==> src/rtl/dict_lookup_sequencer_pkg.sv <==
// Shared constants and FSM encoding for the dictionary lookup sequencer.
// Word-list entries are 4 big-endian bytes whose low 25 bits hold five 5-bit letter codes.
package dict_lookup_sequencer_pkg;

    localparam int LETTER_W     = 5;
    localparam int WORD_LETTERS = 5;
    localparam int KEY_W        = LETTER_W * WORD_LETTERS;
    localparam int ENTRY_BYTES  = 4;

    typedef logic [2:0] lookup_state_t;

    localparam lookup_state_t IDLE  = 3'd0;
    localparam lookup_state_t PROBE = 3'd1;
    localparam lookup_state_t REQ   = 3'd2;
    localparam lookup_state_t RECV  = 3'd3;
    localparam lookup_state_t CMP   = 3'd4;
    localparam lookup_state_t DONE  = 3'd5;

endpackage

==> src/rtl/dict_lookup_sequencer_if.sv <==
// Game-side request/result signals plus the word-list fetch channel toward the QSPI arbiter.
// master = the sequencer, slave = game logic / arbiter side.
interface dict_lookup_sequencer_if;
    import dict_lookup_sequencer_pkg::*;

    logic             start;
    logic [KEY_W-1:0] guess;
    logic             busy;
    logic             done;
    logic             found;
    logic             timeout_err;
    logic             fetch;
    logic [23:0]      fetch_addr;
    logic             fetch_grant;
    logic [7:0]       rd_data;
    logic             rd_valid;

    modport master (
        input  start, guess, fetch_grant, rd_data, rd_valid,
        output busy, done, found, timeout_err, fetch, fetch_addr
    );

    modport slave (
        output start, guess, fetch_grant, rd_data, rd_valid,
        input  busy, done, found, timeout_err, fetch, fetch_addr
    );

endinterface

==> src/rtl/dict_lookup_sequencer_qspi_word_assembler.sv <==
// Collects QSPI bytes MSB-first into one word-list entry; full rises the cycle after the 4th byte.
// No backpressure: the caller gates shift, and further shifts are ignored once full.
module qspi_word_assembler
    import dict_lookup_sequencer_pkg::*;
(
    input  logic                       clk,
    input  logic                       rst,
    input  logic                       clear,
    input  logic                       shift,
    input  logic [7:0]                 byte_in,
    output logic [8*ENTRY_BYTES-1:0]   word,
    output logic                       full
);

    logic [1:0] cnt;

    always_ff @(posedge clk) begin
        if (rst || clear) begin
            cnt  <= '0;
            full <= 1'b0;
        end else if (shift && !full) begin
            cnt <= cnt + 2'd1;
            if (cnt == 2'd3) begin
                full <= 1'b1;
            end
        end
    end

    always_ff @(posedge clk) begin
        if (rst) begin
            word <= '0;
        end else if (shift && !full) begin
            word <= {word[8*ENTRY_BYTES-9:0], byte_in};
        end
    end

endmodule

==> src/rtl/dict_lookup_sequencer.sv <==
// Binary search of a 5-letter guess in the flash word list; per probe 2 FSM cycles + grant wait + 4 bytes.
// Holds fetch until granted and never stalls rd_valid; LOOKUP_TIMEOUT_EN adds a per-probe abort.
module dict_lookup_sequencer
    import dict_lookup_sequencer_pkg::*;
#(
    parameter logic [23:0] WORDLIST_BASE = 24'h010000,
    parameter int          WORD_COUNT    = 2315
`ifdef LOOKUP_TIMEOUT_EN
    ,
    parameter int          TIMEOUT       = 4095
`endif
) (
    input  logic                     clk,
    input  logic                     rst,
    dict_lookup_sequencer_if.master  bus
);

    localparam int IDX_W = $clog2(WORD_COUNT + 1);

    lookup_state_t              state;
    logic [IDX_W-1:0]           lo;
    logic [IDX_W-1:0]           hi;
    logic [IDX_W-1:0]           mid;
    logic [IDX_W-1:0]           mid_c;
    logic [KEY_W-1:0]           guess_q;
    logic [KEY_W-1:0]           entry_key;
    logic                       found_q;
    logic                       fetch_q;
    logic [23:0]                fetch_addr_q;
    logic                       asm_clear;
    logic                       asm_shift;
    logic                       asm_full;
    logic [8*ENTRY_BYTES-1:0]   asm_word;
    logic                       unused_entry_pad;

    // Sum taken one bit wider so lo+hi cannot wrap before halving.
    assign mid_c            = IDX_W'(({1'b0, lo} + {1'b0, hi}) >> 1);
    assign entry_key        = asm_word[KEY_W-1:0];
    assign unused_entry_pad = ^asm_word[8*ENTRY_BYTES-1:KEY_W];
    assign asm_clear        = (state == REQ) && bus.fetch_grant;
    assign asm_shift        = (state == RECV) && bus.rd_valid && !asm_full;

    assign bus.busy       = (state != IDLE) && (state != DONE);
    assign bus.done       = (state == DONE);
    assign bus.found      = found_q;
    assign bus.fetch      = fetch_q;
    assign bus.fetch_addr = fetch_addr_q;

    qspi_word_assembler u_asm (
        .clk     (clk),
        .rst     (rst),
        .clear   (asm_clear),
        .shift   (asm_shift),
        .byte_in (bus.rd_data),
        .word    (asm_word),
        .full    (asm_full)
    );

`ifdef LOOKUP_TIMEOUT_EN
    localparam int TMO_W = $clog2(TIMEOUT + 1);

    logic [TMO_W-1:0] tmo_cnt;
    logic             tmo_hit;
    logic             tmo_err_q;

    assign tmo_hit         = ((state == REQ) || (state == RECV)) && (tmo_cnt == TMO_W'(TIMEOUT - 1));
    assign bus.timeout_err = tmo_err_q;

    // Counts only while waiting on the arbiter or flash; every byte arrival restarts it.
    always_ff @(posedge clk) begin
        if (rst) begin
            tmo_cnt <= '0;
        end else if ((state == REQ) || (state == RECV)) begin
            tmo_cnt <= bus.rd_valid ? '0 : tmo_cnt + TMO_W'(1);
        end else begin
            tmo_cnt <= '0;
        end
    end

    always_ff @(posedge clk) begin
        if (rst) begin
            tmo_err_q <= 1'b0;
        end else if ((state == IDLE) && bus.start) begin
            tmo_err_q <= 1'b0;
        end else if (tmo_hit) begin
            tmo_err_q <= 1'b1;
        end
    end
`else
    assign bus.timeout_err = 1'b0;
`endif

    always_ff @(posedge clk) begin
        if (rst) begin
            state        <= IDLE;
            lo           <= '0;
            hi           <= '0;
            mid          <= '0;
            guess_q      <= '0;
            found_q      <= 1'b0;
            fetch_q      <= 1'b0;
            fetch_addr_q <= '0;
        end else begin
            case (state)
                IDLE: begin
                    if (bus.start) begin
                        guess_q <= bus.guess;
                        lo      <= '0;
                        hi      <= IDX_W'(WORD_COUNT);
                        found_q <= 1'b0;
                        state   <= PROBE;
                    end
                end
                PROBE: begin
                    if (lo == hi) begin
                        found_q <= 1'b0;
                        state   <= DONE;
                    end else begin
                        mid          <= mid_c;
                        fetch_addr_q <= WORDLIST_BASE + (24'(mid_c) << 2);
                        fetch_q      <= 1'b1;
                        state        <= REQ;
                    end
                end
                REQ: begin
`ifdef LOOKUP_TIMEOUT_EN
                    if (tmo_hit) begin
                        fetch_q <= 1'b0;
                        found_q <= 1'b0;
                        state   <= DONE;
                    end else
`endif
                    if (bus.fetch_grant) begin
                        fetch_q <= 1'b0;
                        state   <= RECV;
                    end
                end
                RECV: begin
`ifdef LOOKUP_TIMEOUT_EN
                    if (tmo_hit) begin
                        found_q <= 1'b0;
                        state   <= DONE;
                    end else
`endif
                    if (asm_full) begin
                        state <= CMP;
                    end
                end
                CMP: begin
                    if (entry_key == guess_q) begin
                        found_q <= 1'b1;
                        state   <= DONE;
                    end else begin
                        if (guess_q < entry_key) begin
                            hi <= mid;
                        end else begin
                            lo <= mid + IDX_W'(1);
                        end
                        state <= PROBE;
                    end
                end
                DONE: begin
                    state <= IDLE;
                end
                default: begin
                    state <= IDLE;
                end
            endcase
        end
    end

endmodule

==> src/flat_wrapper.sv <==
// flat-port wrapper written by rule: the top's interface ports become plain ports
module dict_lookup_sequencer_flat import dict_lookup_sequencer_pkg::*;
#(
    parameter logic [23:0] WORDLIST_BASE = 24'h010000,
    parameter int          WORD_COUNT    = 2315

)
  (clk, rst, bus_start, bus_guess, bus_fetch_grant, bus_rd_data, bus_rd_valid, bus_busy, bus_done, bus_found, bus_timeout_err, bus_fetch, bus_fetch_addr);
  dict_lookup_sequencer_if bus_i ();
  input  logic clk;
  input  logic rst;
  input wire logic [$bits(bus_i.start)-1:0] bus_start;
  input wire logic [$bits(bus_i.guess)-1:0] bus_guess;
  input wire logic [$bits(bus_i.fetch_grant)-1:0] bus_fetch_grant;
  input wire logic [$bits(bus_i.rd_data)-1:0] bus_rd_data;
  input wire logic [$bits(bus_i.rd_valid)-1:0] bus_rd_valid;
  output wire logic [$bits(bus_i.busy)-1:0] bus_busy;
  output wire logic [$bits(bus_i.done)-1:0] bus_done;
  output wire logic [$bits(bus_i.found)-1:0] bus_found;
  output wire logic [$bits(bus_i.timeout_err)-1:0] bus_timeout_err;
  output wire logic [$bits(bus_i.fetch)-1:0] bus_fetch;
  output wire logic [$bits(bus_i.fetch_addr)-1:0] bus_fetch_addr;
  assign bus_i.start = bus_start;
  assign bus_i.guess = bus_guess;
  assign bus_i.fetch_grant = bus_fetch_grant;
  assign bus_i.rd_data = bus_rd_data;
  assign bus_i.rd_valid = bus_rd_valid;
  assign bus_busy = bus_i.busy;
  assign bus_done = bus_i.done;
  assign bus_found = bus_i.found;
  assign bus_timeout_err = bus_i.timeout_err;
  assign bus_fetch = bus_i.fetch;
  assign bus_fetch_addr = bus_i.fetch_addr;
  dict_lookup_sequencer #(.WORDLIST_BASE(WORDLIST_BASE), .WORD_COUNT(WORD_COUNT)) u_core (.clk(clk), .rst(rst), .bus(bus_i));
endmodule
==> config.mk <==
export PLATFORM = sky130hd
export DESIGN_NAME = dict_lookup_sequencer_flat
export DESIGN_NICKNAME = d
export VERILOG_FILES = /design/src/rtl/dict_lookup_sequencer_pkg.sv /design/src/rtl/dict_lookup_sequencer_if.sv /design/src/rtl/dict_lookup_sequencer_qspi_word_assembler.sv /design/src/rtl/dict_lookup_sequencer.sv /design/src/flat_wrapper.sv
export SDC_FILE = /design/constraint.sdc
export NUM_CORES = 1
export LEC_CHECK = 0
export CORE_ASPECT_RATIO = 1.2
export CORE_MARGIN = 2
export CORE_UTILIZATION = 40
export CTS_CLUSTER_SIZE = 28
export DETAILED_ROUTE_END_ITERATION = 8
export SETUP_SLACK_MARGIN = 0.3
export SLEW_MARGIN = 20
export SYNTH_ARGS = -nofsm -noshare
export SYNTH_HDL_FRONTEND = slang
export SYNTH_HIERARCHICAL = 1
export SYNTH_SLANG_ARGS = --single-unit
==> constraint.sdc <==
create_clock -name clk -period 2.75 [get_ports clk]
set_input_delay 0.55 -clock clk [delete_from_list [all_inputs] [get_ports clk]]
set_output_delay 0.55 -clock clk [all_outputs]
set_load 0.01 [all_outputs]
==> reports/qor.log, run 1 <==
qor: clock_tree.clockBufferDepth 2
qor: floorplan.die-width 107 um
qor: sta.report.final.hold_viol_count 0
qor: global_route.vias_in_the_first_global_route 4246
qor: synthesis.yosys_warnings 6
qor: floorplan.dieHeight 128 um
qor: sta.timing.final.crit_share 0.870
qor: floorplan.row_count 45
qor: place.detailed_place_hpwl 9360 um
qor: final_layout.final_cell_mix sky130_fd_sc_hd__nand2_1, sky130_fd_sc_hd__dfxtp_1, sky130_fd_sc_hd__a21oi_1
qor: power_and_ir_drop.post-layout-total-power 4.69 mW
qor: global_route.globalRouteOverflowTotal 0
qor: sta.clock-skew-final 10.9 ps
qor: floorplan.io-pin-count 67
qor: sta.max_freq 418 MHz
qor: synthesis.post_synth_inst_count 637
qor: place.placed_area 5740 um^2
qor: final_layout.post-route-cell-area 6100 um^2
qor: clock_tree.cts_tree yes
qor: worst_setup_path.crit_arrival 2590 ps
qor: run_status.run_status complete, no violations
qor: worst_setup_path.setup.worst_path.class flip-flop to flip-flop
qor: final_layout.seqCellArea 1910 um^2
qor: clock_tree.clock_latency 350 ps
qor: worst_setup_path.cp_max_fo 3
qor: power_and_ir_drop.leakage_dissipation 2.31 nW
qor: global_route.first_pass_grt_wire_length 20900 um
qor: sta.fin_crit 2390 ps
qor: clock_tree.holdBufCountCts 0
qor: worst_hold_path.hp-class flip-flop to flip-flop
qor: floorplan.start_util 0.408
qor: final_layout.layout-drive-gt1-share 0.0795
qor: job.max-cap-violations 0
qor: final_layout.multi_input_gate_area 2900 um^2
qor: routing.routed_wl 12600 um
qor: routing.drt_iter0_markers 179
qor: clock_tree.cts_root_buf sky130_fd_sc_hd__clkbuf_16
qor: final_layout.areaGrowthSynthToFinish 19.1%
qor: synthesis.synth.cell_area 5120 um^2
qor: global_route.grt.total_usage 0.192
qor: routing.ant_nets 0
qor: sta.worst_margin_pin_slew 706 ps
qor: routing.route.detailed.vias_per_inst 5.17
qor: routing.detailedRoute.firstPassIterationCount 5
qor: sta.grt_setup_unrepaired true
qor: sta.timing.final.setup_violations 0
qor: clock_tree.cts_max_level 3
qor: sta.slew_viol_final 0
qor: routing.routed_wire_length_per_instance 14.7 um
qor: routing.drcViolationCount 0
qor: worst_setup_path.worst-endpoint-required 2950 ps
qor: floorplan.core_region_area 12600 um^2
qor: sta.fin_tns_setup 0 ps
qor: power_and_ir_drop.worst_ir_drop_vdd 0.352 mV
qor: final_layout.count_of_nets_after_finishing 765
qor: floorplan.full_die_area 13700 um^2
qor: global_route.grt_start_max_net_pins 42
qor: final_layout.layout.cells.most_common sky130_fd_sc_hd__nand2_1
qor: power_and_ir_drop.power_per_cell_area 769 nW/um^2
qor: sta.relative_slew_slack 0.529
qor: worst_setup_path.setup.worst_path.end_class flip-flop
qor: synthesis.synthesis.area_per_instance 8.04 um^2
qor: final_layout.n_fill_cell 1253
qor: place.io_buffers 54
qor: clock_tree.clkTransAtPathRegs 70 ps
qor: place.gp_congestion 0.862
qor: routing.via_count 4425
qor: clock_tree.cts_made_buffers 9
qor: final_layout.num_antenna_cells 0
qor: worst_setup_path.crit_path_start_kind flip-flop
qor: global_route.antenna_found_initial 0
qor: clock_tree.cts.sink_count 95
[through the flow]
stage / setup WS [ps] / cells / hold WS, ps / utilization
floorplan: 533 / 648 / 436 / -
global placement: 382 / 838 / 447 / 0.457
detailed placement: 330 / 838 / 447 / 0.457
CTS: 320 / 854 / 457 / 0.481
global route: 265 / 856 / 477 / 0.486
finish: 358 / 856 / 455 / 0.486
[power breakdown]
part / leakage [nW] / switching (mW) / internal, mW
logic: 1.40 / 0.934 / 0.740
clock network: 0.143 / 0.561 / 0.716
registers: 0.772 / 0.194 / 1.55
total: 2.31 / 1.69 / 3.00
[layout make-up]
class                   count  share of cell area
multi-input cells         479               0.476
flip-flops and latches     95               0.312
repair buffers             72               0.110
clock buffers               9              0.0369
well taps                 164              0.0336
inverters                  30              0.0185
clock inverters             7              0.0131
[routing by layer]
| metal | wire, um | up-vias | part of all wire | global-route usage |
|---|---|---|---|---|
| met4 | 200 | 0 | 0.016 | 0.0672 |
| li1 | - | 2244 | - | - |
| met2 | 6110 | 107 | 0.49 | 0.321 |
| met3 | 525 | 16 | 0.042 | 0.0310 |
| met5 | 0 | - | 0 | 0 |
| met1 | 5760 | 2058 | 0.46 | 0.249 |
[path summary, 6_finish.rpt]
kind	cells past startpoint	start	to	slack [ps]
max	7	u_core/lo[0]	u_core/bus.fetch_addr[13]	360
min	2	u_core/u_asm/word[20]	u_core/u_asm/word[20]	460
max reg2reg	7	u_core/lo[0]	u_core/bus.fetch_addr[13]	360
min reg2reg	2	u_core/u_asm/word[20]	u_core/u_asm/word[20]	460
[worst max-delay path: stages, from the launching register on]
cell,delay [ps]
sky130_fd_sc_hd__dfxtp_1,320
sky130_fd_sc_hd__ha_1,240
sky130_fd_sc_hd__fa_1,410
sky130_fd_sc_hd__a21o_1,230
sky130_fd_sc_hd__a2111oi_4,380
sky130_fd_sc_hd__o31ai_1,180
sky130_fd_sc_hd__a2111oi_1,410
sky130_fd_sc_hd__nor4_1,90
[state kept, by name (all words and copies together), names as in the netlist]
name                   count
u_core/bus.fetch           1
u_core/bus.fetch_addr      2
u_core/bus.found           1
u_core/guess_q            25
u_core/hi                 12
u_core/lo                 12
u_core/mid                11
u_core/state               3
u_core/u_asm/cnt           2
u_core/u_asm/full          1
u_core/u_asm/word         25
[repair_timing]
action,in CTS,in global routing
gates resized for setup,0,9
endpoints found under the setup margin,0,12
setup buffers,0,2
Note: power is estimated with default switching activity, not from simulation.
==> run 2, diff against run 1 <==
CORE_UTILIZATION = 38   (was 40)
==> run 2 against run 1 <==
Net effect:
- non-clock buffer count down 3
- largest power group unchanged
- total power down 3.2%
- first-iteration DRC count up 5.6%
- core utilization down 2.6 points
- routed wire length down 0.99%
- critical endpoint unchanged
- sequential share of layout area up 0.19 points
- sequential power about the same
- register-to-register slack better by 20 ps
- die area up 5.1%
- hold slack better by 1.1 ps
==> reports/qor.log, run 2 (synthesized netlist as in run 1, its figures left out) <==
qor: sta.grt_setup_unrepaired false
qor: clock_tree.holdBufCountCts 0 [unchanged]
qor: final_layout.finish.cell_count_without_fillers 857 [+0.12%]
qor: global_route.antenna_found_initial 0 [unchanged]
qor: worst_setup_path.cell_breakdown_of_the_critical_path ha_1 > fa_1 > a21o_1 > a2111oi_4 > o31ai_1 > a2111oi_2 > nor4_1
qor: final_layout.areaGrowthSynthToFinish 18.3%
qor: worst_setup_path.critical_path.reg2reg.startpoint u_core/lo[0]
qor: global_route.grt.total_usage 0.180 [-0.0117]
qor: run_status.run_status complete, no violations
qor: worst_setup_path.setup.worst_path.end_class flip-flop
qor: worst_hold_path.hp-class flip-flop to flip-flop
qor: routing.ant_nets 0 [unchanged]
qor: worst_setup_path.setup.worst_path.class flip-flop to flip-flop
qor: power_and_ir_drop.power_per_cell_area 749 nW/um^2 [-2.6%]
qor: floorplan.core_region_area 13200 um^2 [+5.0%]
qor: sta.slew_viol_final 0 [unchanged]
qor: floorplan.full_die_area 14400 um^2 [+5.1%]
qor: worst_setup_path.minimum_setup_slack_among_reg_to_reg_paths 380 ps [+20 ps]
qor: worst_setup_path.crit_arrival 2580 ps [about the same]
qor: global_route.first_pass_grt_wire_length 20400 um [-2.6%]
qor: sta.clock-skew-final 8.30 ps [-2.57 ps]
qor: routing.route.detailed.vias_per_inst 5.14 [-0.55%]
qor: global_route.grt_start_max_net_pins 35 [-17%]
qor: worst_hold_path.holdCritStartpoint u_core/u_asm/word[20]
qor: worst_setup_path.cp_slowest_stage_delay 420 ps [about the same]
qor: job.max-cap-violations 0 [unchanged]
qor: floorplan.io-pin-count 67 [unchanged]
qor: final_layout.count_of_nets_after_finishing 762 [-0.39%]
qor: final_layout.biggest_registers_after_layout u_core/guess_q: 25 flops, u_core/u_asm/word: 25 flops
qor: sta.report.final.hold_viol_count 0 [unchanged]
qor: final_layout.post-route-cell-area 6060 um^2 [-0.68%]
qor: clock_tree.cts_root_buf sky130_fd_sc_hd__clkbuf_16
qor: global_route.globalRouteOverflowTotal 0 [unchanged]
qor: floorplan.dieHeight 131 um [+2.5%]
qor: floorplan.row_count 46 [+2.2%]
qor: routing.routed_wl 12500 um [-0.99%]
qor: clock_tree.clkTransAtPathRegs 70 ps [about the same]
qor: floorplan.start_util 0.389 [-0.0193]
qor: worst_setup_path.worst-endpoint-required 2960 ps [about the same]
qor: place.placed_cells 840 [+0.24%]
qor: clock_tree.cts_tree yes
qor: routing.via_count 4406 [-0.43%]
qor: sta.relative_slew_slack 0.596 [+0.0665]
qor: worst_setup_path.critPathBufInv 0 [unchanged]
qor: power_and_ir_drop.leakage_dissipation 2.29 nW [-1.0%]
qor: sta.timing.final.setup_violations 0 [unchanged]
qor: floorplan.die-width 110 um [+2.5%]
qor: clock_tree.cts_made_buffers 9 [unchanged]
qor: sta.max_freq 422 MHz [+1.0%]
qor: worst_setup_path.critical-path-slowest-cell sky130_fd_sc_hd__fa_1
qor: clock_tree.clock_latency 360 ps [about the same]
qor: clock_tree.cts_max_level 3 [unchanged]
qor: place.detailed_place_hpwl 9360 um [about the same]
qor: sta.worst_margin_pin_slew 606 ps [-99.7 ps]
qor: clock_tree.cts.sink_count 95 [unchanged]
qor: final_layout.layout.cells.most_common sky130_fd_sc_hd__nand2_1
qor: final_layout.layout-drive-gt1-share 0.0726 [-0.00691]
qor: place.io_buffers 54 [unchanged]
qor: power_and_ir_drop.worst_ir_drop_vdd 0.373 mV [+5.9%]
qor: global_route.vias_in_the_first_global_route 4101 [-3.4%]
qor: sta.fin_worst_hold_slack 456 ps [+1.06 ps]
qor: clock_tree.clockBufferDepth 2 [unchanged]
qor: sta.timing.final.crit_share 0.861 [-0.00861]
qor: routing.drcViolationCount 0 [unchanged]
qor: place.dp_slack 303 ps [-26.9 ps]
qor: sta.setup_ws 382 ps [+23.7 ps]
qor: worst_setup_path.crit_path_start_kind flip-flop
qor: final_layout.final_cell_mix sky130_fd_sc_hd__nand2_1, sky130_fd_sc_hd__dfxtp_1, sky130_fd_sc_hd__a21oi_1
qor: sta.fin_crit 2370 ps [-23.7 ps]
qor: routing.detailedRoute.firstPassIterationCount 4 [-1]
qor: final_layout.num_antenna_cells 0 [unchanged]
qor: worst_setup_path.crit_family compound AO/OA/AOI/OAI gates
qor: final_layout.n_fill_cell 1318 [+5.2%]
qor: worst_setup_path.cp_max_fo 3 [unchanged]
qor: place.placed_area 5740 um^2 [about the same]
qor: worst_setup_path.critical_path.startpoint u_core/lo[0]
qor: place.gp_congestion 0.886 [+2.8%]
qor: sta.fin_tns_setup 0 ps [unchanged]
qor: routing.routed_wire_length_per_instance 14.5 um [-1.1%]
qor: routing.drt_iter0_markers 189 [+5.6%]
[run 2: worst register-to-register path, delay by kind of cell (launching register included)]
kind	cells	cell delay, ps
AND/OR/NAND/NOR	1	80
flip-flops	1	320
AO/OA/AOI/OAI	4	1180
adder cells (fa/ha/maj)	2	660
[run 2: final cells by class]
type | count | area (um^2) | area share
multi-input combinational | 479 | 2890 | 0.476
inverter | 30 | 113 | 0.0186
sequential | 95 | 1900 | 0.314
clock buffer | 10 | 239 | 0.0394
timing repair buffer | 69 | 661 | 0.109
clock inverter | 6 | 46.3 | 0.00764
tap | 168 | 210 | 0.0347
[run 2: worst paths after layout]
path	end	depth (start not counted)
setup reg to reg	u_core/bus.fetch_addr[13]	7
hold / removal	u_core/u_asm/word[20]	2
hold reg to reg	u_core/u_asm/word[20]	2
setup / recovery	u_core/bus.fetch_addr[13]	7
[run 2: metrics by stage]
| step | util | power (mW) |
|---|---|---|
| 2_1_floorplan | - | 2.81 |
| 3_3_place_gp | 0.436 | 3.31 |
| 6_report | 0.460 | 4.54 |
| 3_5_place_dp | 0.436 | 3.35 |
| 5_1_grt | 0.460 | 4.84 |
| 4_1_cts | 0.457 | 4.55 |
[run 2: power by group]
part | internal, mW | switching, mW | total (mW)
Clock | 0.640 | 0.549 | 1.19
Sequential | 1.55 | 0.191 | 1.74
Combinational | 0.706 | 0.907 | 1.61
Total | 2.89 | 1.65 | 4.54
[run 2: repair_timing]
action | in CTS | in global routing
endpoints found under the setup margin | 2 | 7
gates cloned | 0 | 0
setup buffers | 0 | 1
gates resized for setup | 2 | 4
pin swaps | 0 | 1
[run 2: routing by layer]
metal  vias up  global-route usage  wire, um  part of all wire
met3        15              0.0273       515             0.041
met2        94               0.287      5960              0.48
met4         0              0.0696       211             0.017
met1      2050               0.241      5780              0.46
li1       2247                   -         -                 -
met5         -                   0         0                 0
==> run 3, diff against run 2 <==
DONT_BUFFER_PORTS = 1   (was not set)
RECOVER_POWER = 50   (was not set)
==> run 3 against run 2 <==
Net effect:
- core utilization down 4.5 points
- sequential share of layout area up 3.3 points
- die area unchanged
- hold slack worse by 180 ps
- sequential cell count unchanged
- critical endpoint unchanged
- clock skew down 1.5 ps
==> reports/qor.log, run 3 (synthesized netlist as in run 1, its figures left out) <==
qor: run_status.run_status complete, no violations
qor: worst_hold_path.hp-class primary input to flip-flop
qor: place.gp_congestion 0.911 [+2.8%]
qor: global_route.grt.total_usage 0.177 [-0.00242]
qor: routing.routed_wl 12500 um [+0.52%]
qor: floorplan.row_count 46 [unchanged]
qor: place.dp_slack 329 ps [+25.3 ps]
qor: routing.drcViolationCount 0 [unchanged]
qor: routing.ant_nets 0 [unchanged]
qor: sta.relative_slew_slack 0.550 [-0.0459]
qor: power_and_ir_drop.power_frac_comb 0.324 [-0.031]
qor: floorplan.die-width 110 um [unchanged]
qor: clock_tree.cts_tree yes
qor: clock_tree.cts_root_buf sky130_fd_sc_hd__clkbuf_16
qor: clock_tree.holdBufCountCts 0 [unchanged]
qor: worst_setup_path.worst-endpoint-required 2970 ps [about the same]
qor: final_layout.areaGrowthSynthToFinish 6.77%
qor: clock_tree.cts.sink_count 95 [unchanged]
qor: final_layout.num_antenna_cells 0 [unchanged]
qor: power_and_ir_drop.power.net_switching 1.59 mW [-3.6%]
qor: sta.worst_margin_pin_slew 675 ps [+68.9 ps]
qor: power_and_ir_drop.leakage_dissipation 2.05 nW [-10%]
qor: sta.timing.final.setup_violations 0 [unchanged]
qor: floorplan.io-pin-count 67 [unchanged]
qor: clock_tree.clockBufferDepth 2 [unchanged]
qor: sta.report.final.hold_viol_count 0 [unchanged]
qor: final_layout.n_fill_cell 1326 [+0.61%]
qor: worst_setup_path.setup.worst_path.class flip-flop to flip-flop
qor: place.detailed_place_hpwl 9180 um [-1.9%]
qor: global_route.first_pass_grt_wire_length 20200 um [-0.95%]
qor: sta.fin_tns_setup 0 ps [unchanged]
qor: clock_tree.clock_latency 340 ps [-20 ps]
qor: routing.route.detailed.vias_per_inst 5.27 [+2.5%]
qor: final_layout.finish.cell_count_without_fillers 801 [-6.5%]
qor: final_layout.layout.cells.most_common sky130_fd_sc_hd__nand2_1
qor: routing.via_count 4222 [-4.2%]
qor: global_route.globalRouteOverflowTotal 0 [unchanged]
qor: worst_setup_path.setup.worst_path.end_class flip-flop
qor: clock_tree.clkTransAtPathRegs 60 ps [about the same]
qor: sta.slew_viol_final 0 [unchanged]
qor: routing.routed_wire_length_per_instance 15.6 um [+7.5%]
qor: clock_tree.cts_max_level 3 [unchanged]
qor: clock_tree.cts_made_buffers 9 [unchanged]
qor: power_and_ir_drop.worst_ir_drop_vdd 0.413 mV [+11%]
qor: routing.drt_iter0_markers 242 [+28%]
qor: final_layout.final_cell_mix sky130_fd_sc_hd__nand2_1, sky130_fd_sc_hd__dfxtp_1, sky130_fd_sc_hd__a21oi_1
qor: sta.setup_ws 342 ps [-40.3 ps]
qor: sta.timing.final.crit_share 0.876 [+0.0147]
qor: floorplan.full_die_area 14400 um^2 [unchanged]
qor: sta.grt_setup_unrepaired true
qor: power_and_ir_drop.sequentialPowerShare 0.403 [+0.020]
qor: floorplan.dieHeight 131 um [unchanged]
qor: power_and_ir_drop.swShare 0.365 [+0.00174]
qor: sta.clock-skew-final 6.80 ps [-1.50 ps]
qor: global_route.vias_in_the_first_global_route 4082 [-0.46%]
qor: routing.detailedRoute.firstPassIterationCount 4 [unchanged]
qor: floorplan.start_util 0.389 [unchanged]
qor: sta.max_freq 415 MHz [-1.7%]
qor: global_route.antenna_found_initial 0 [unchanged]
qor: final_layout.count_of_nets_after_finishing 706 [-7.3%]
qor: power_and_ir_drop.power_per_cell_area 796 nW/um^2 [+6.4%]
qor: floorplan.core_region_area 13200 um^2 [unchanged]
qor: worst_setup_path.crit_arrival 2630 ps [+50 ps]
qor: final_layout.biggest_registers_after_layout u_core/guess_q: 25 flops, u_core/u_asm/word: 25 flops
qor: sta.fin_crit 2410 ps [+40.3 ps]
qor: sta.fin_worst_hold_slack 281 ps [-176 ps]
qor: power_and_ir_drop.internal-power 2.77 mW [-4.3%]
qor: global_route.grt_start_max_net_pins 90 [+160%]
qor: place.io_buffers 0 [-100%]
qor: worst_setup_path.cp_max_fo 3 [unchanged]
qor: final_layout.layout-drive-gt1-share 0.0648 [-0.00780]
qor: worst_setup_path.crit_path_start_kind flip-flop
qor: job.max-cap-violations 0 [unchanged]
qor: place.placed_cells 784 [-6.7%]
qor: power_and_ir_drop.clkPwrFrac 0.273 [+0.011]
-- run 3: changes by cell type in the layout (fill, tap and decap cells not counted), moves of 2 or more --
cell,before,now
sky130_fd_sc_hd__a21oi_1,74,76
sky130_fd_sc_hd__dfxtp_1,93,95
sky130_fd_sc_hd__and2_1,2,0
sky130_fd_sc_hd__buf_4,14,10
sky130_fd_sc_hd__a21oi_2,8,6
sky130_fd_sc_hd__and2_0,0,2
sky130_fd_sc_hd__clkbuf_1,0,3
sky130_fd_sc_hd__clkinv_4,3,0
sky130_fd_sc_hd__dfxtp_2,2,0
sky130_fd_sc_hd__clkdlybuf4s50_1,53,0
-- run 3: worst paths after layout --
kind                          start                        end  slack, ps  depth (start not counted)
setup / recovery       u_core/lo[0]  u_core/bus.fetch_addr[13]        340                          7
hold / removal                  rst              u_core/mid[7]        280                          1
hold reg to reg   u_core/guess_q[0]          u_core/guess_q[0]        460                          2
setup reg to reg       u_core/lo[0]  u_core/bus.fetch_addr[13]        340                          7
-- run 3: layout make-up --
| type | count | area, um^2 | share of cell area |
|---|---|---|---|
| clock buffer | 11 | 253 | 0.0462 |
| clock inverter | 5 | 32.5 | 0.00595 |
| inverter | 30 | 113 | 0.0206 |
| multi-input combinational | 479 | 2870 | 0.525 |
| sequential | 95 | 1900 | 0.348 |
| tap | 168 | 210 | 0.0384 |
| timing repair buffer | 13 | 86.3 | 0.0158 |
-- run 3: repair_timing --
item                       in CTS  in global routing
buffers inserted                0                  1
setup endpoints to repair       0                  6
gates resized for setup         0                  4
-- run 3: worst max-delay path, stage by stage, from the launching register on --
cell and delay (ps):
sky130_fd_sc_hd__dfxtp_1 320, sky130_fd_sc_hd__ha_1 230, sky130_fd_sc_hd__fa_1 410, sky130_fd_sc_hd__a21o_1 210
sky130_fd_sc_hd__a2111oi_2 440, sky130_fd_sc_hd__o31ai_1 210, sky130_fd_sc_hd__a2111oi_2 400, sky130_fd_sc_hd__nor4_1 80
-- run 3: layer usage --
layer,GRT usage,routed length (um),up-vias
met4,0.0668,233,0
li1,-,-,2133
met1,0.236,5730,1956
met2,0.277,5920,115
met5,0,0,-
met3,0.0392,644,18
-- run 3: per-stage QoR --
step                utilization  instance area [um^2]  power (mW)
finish                    0.415                  5470        4.36
CTS                       0.415                  5460        4.37
detailed placement        0.393                  5180        3.17
global placement          0.393                  5180        3.12
global route              0.415                  5470        4.65
floorplan                     -                  5160        2.81
-- run 3: power by group through the flow --
stage	clock, mW	sequential [mW]	combinational (mW)
detailed placement	0	1.79	1.38
global route	1.29	1.78	1.58
CTS	1.23	1.76	1.39
global placement	0	1.78	1.34
finish	1.19	1.76	1.41
floorplan	0	1.68	1.13
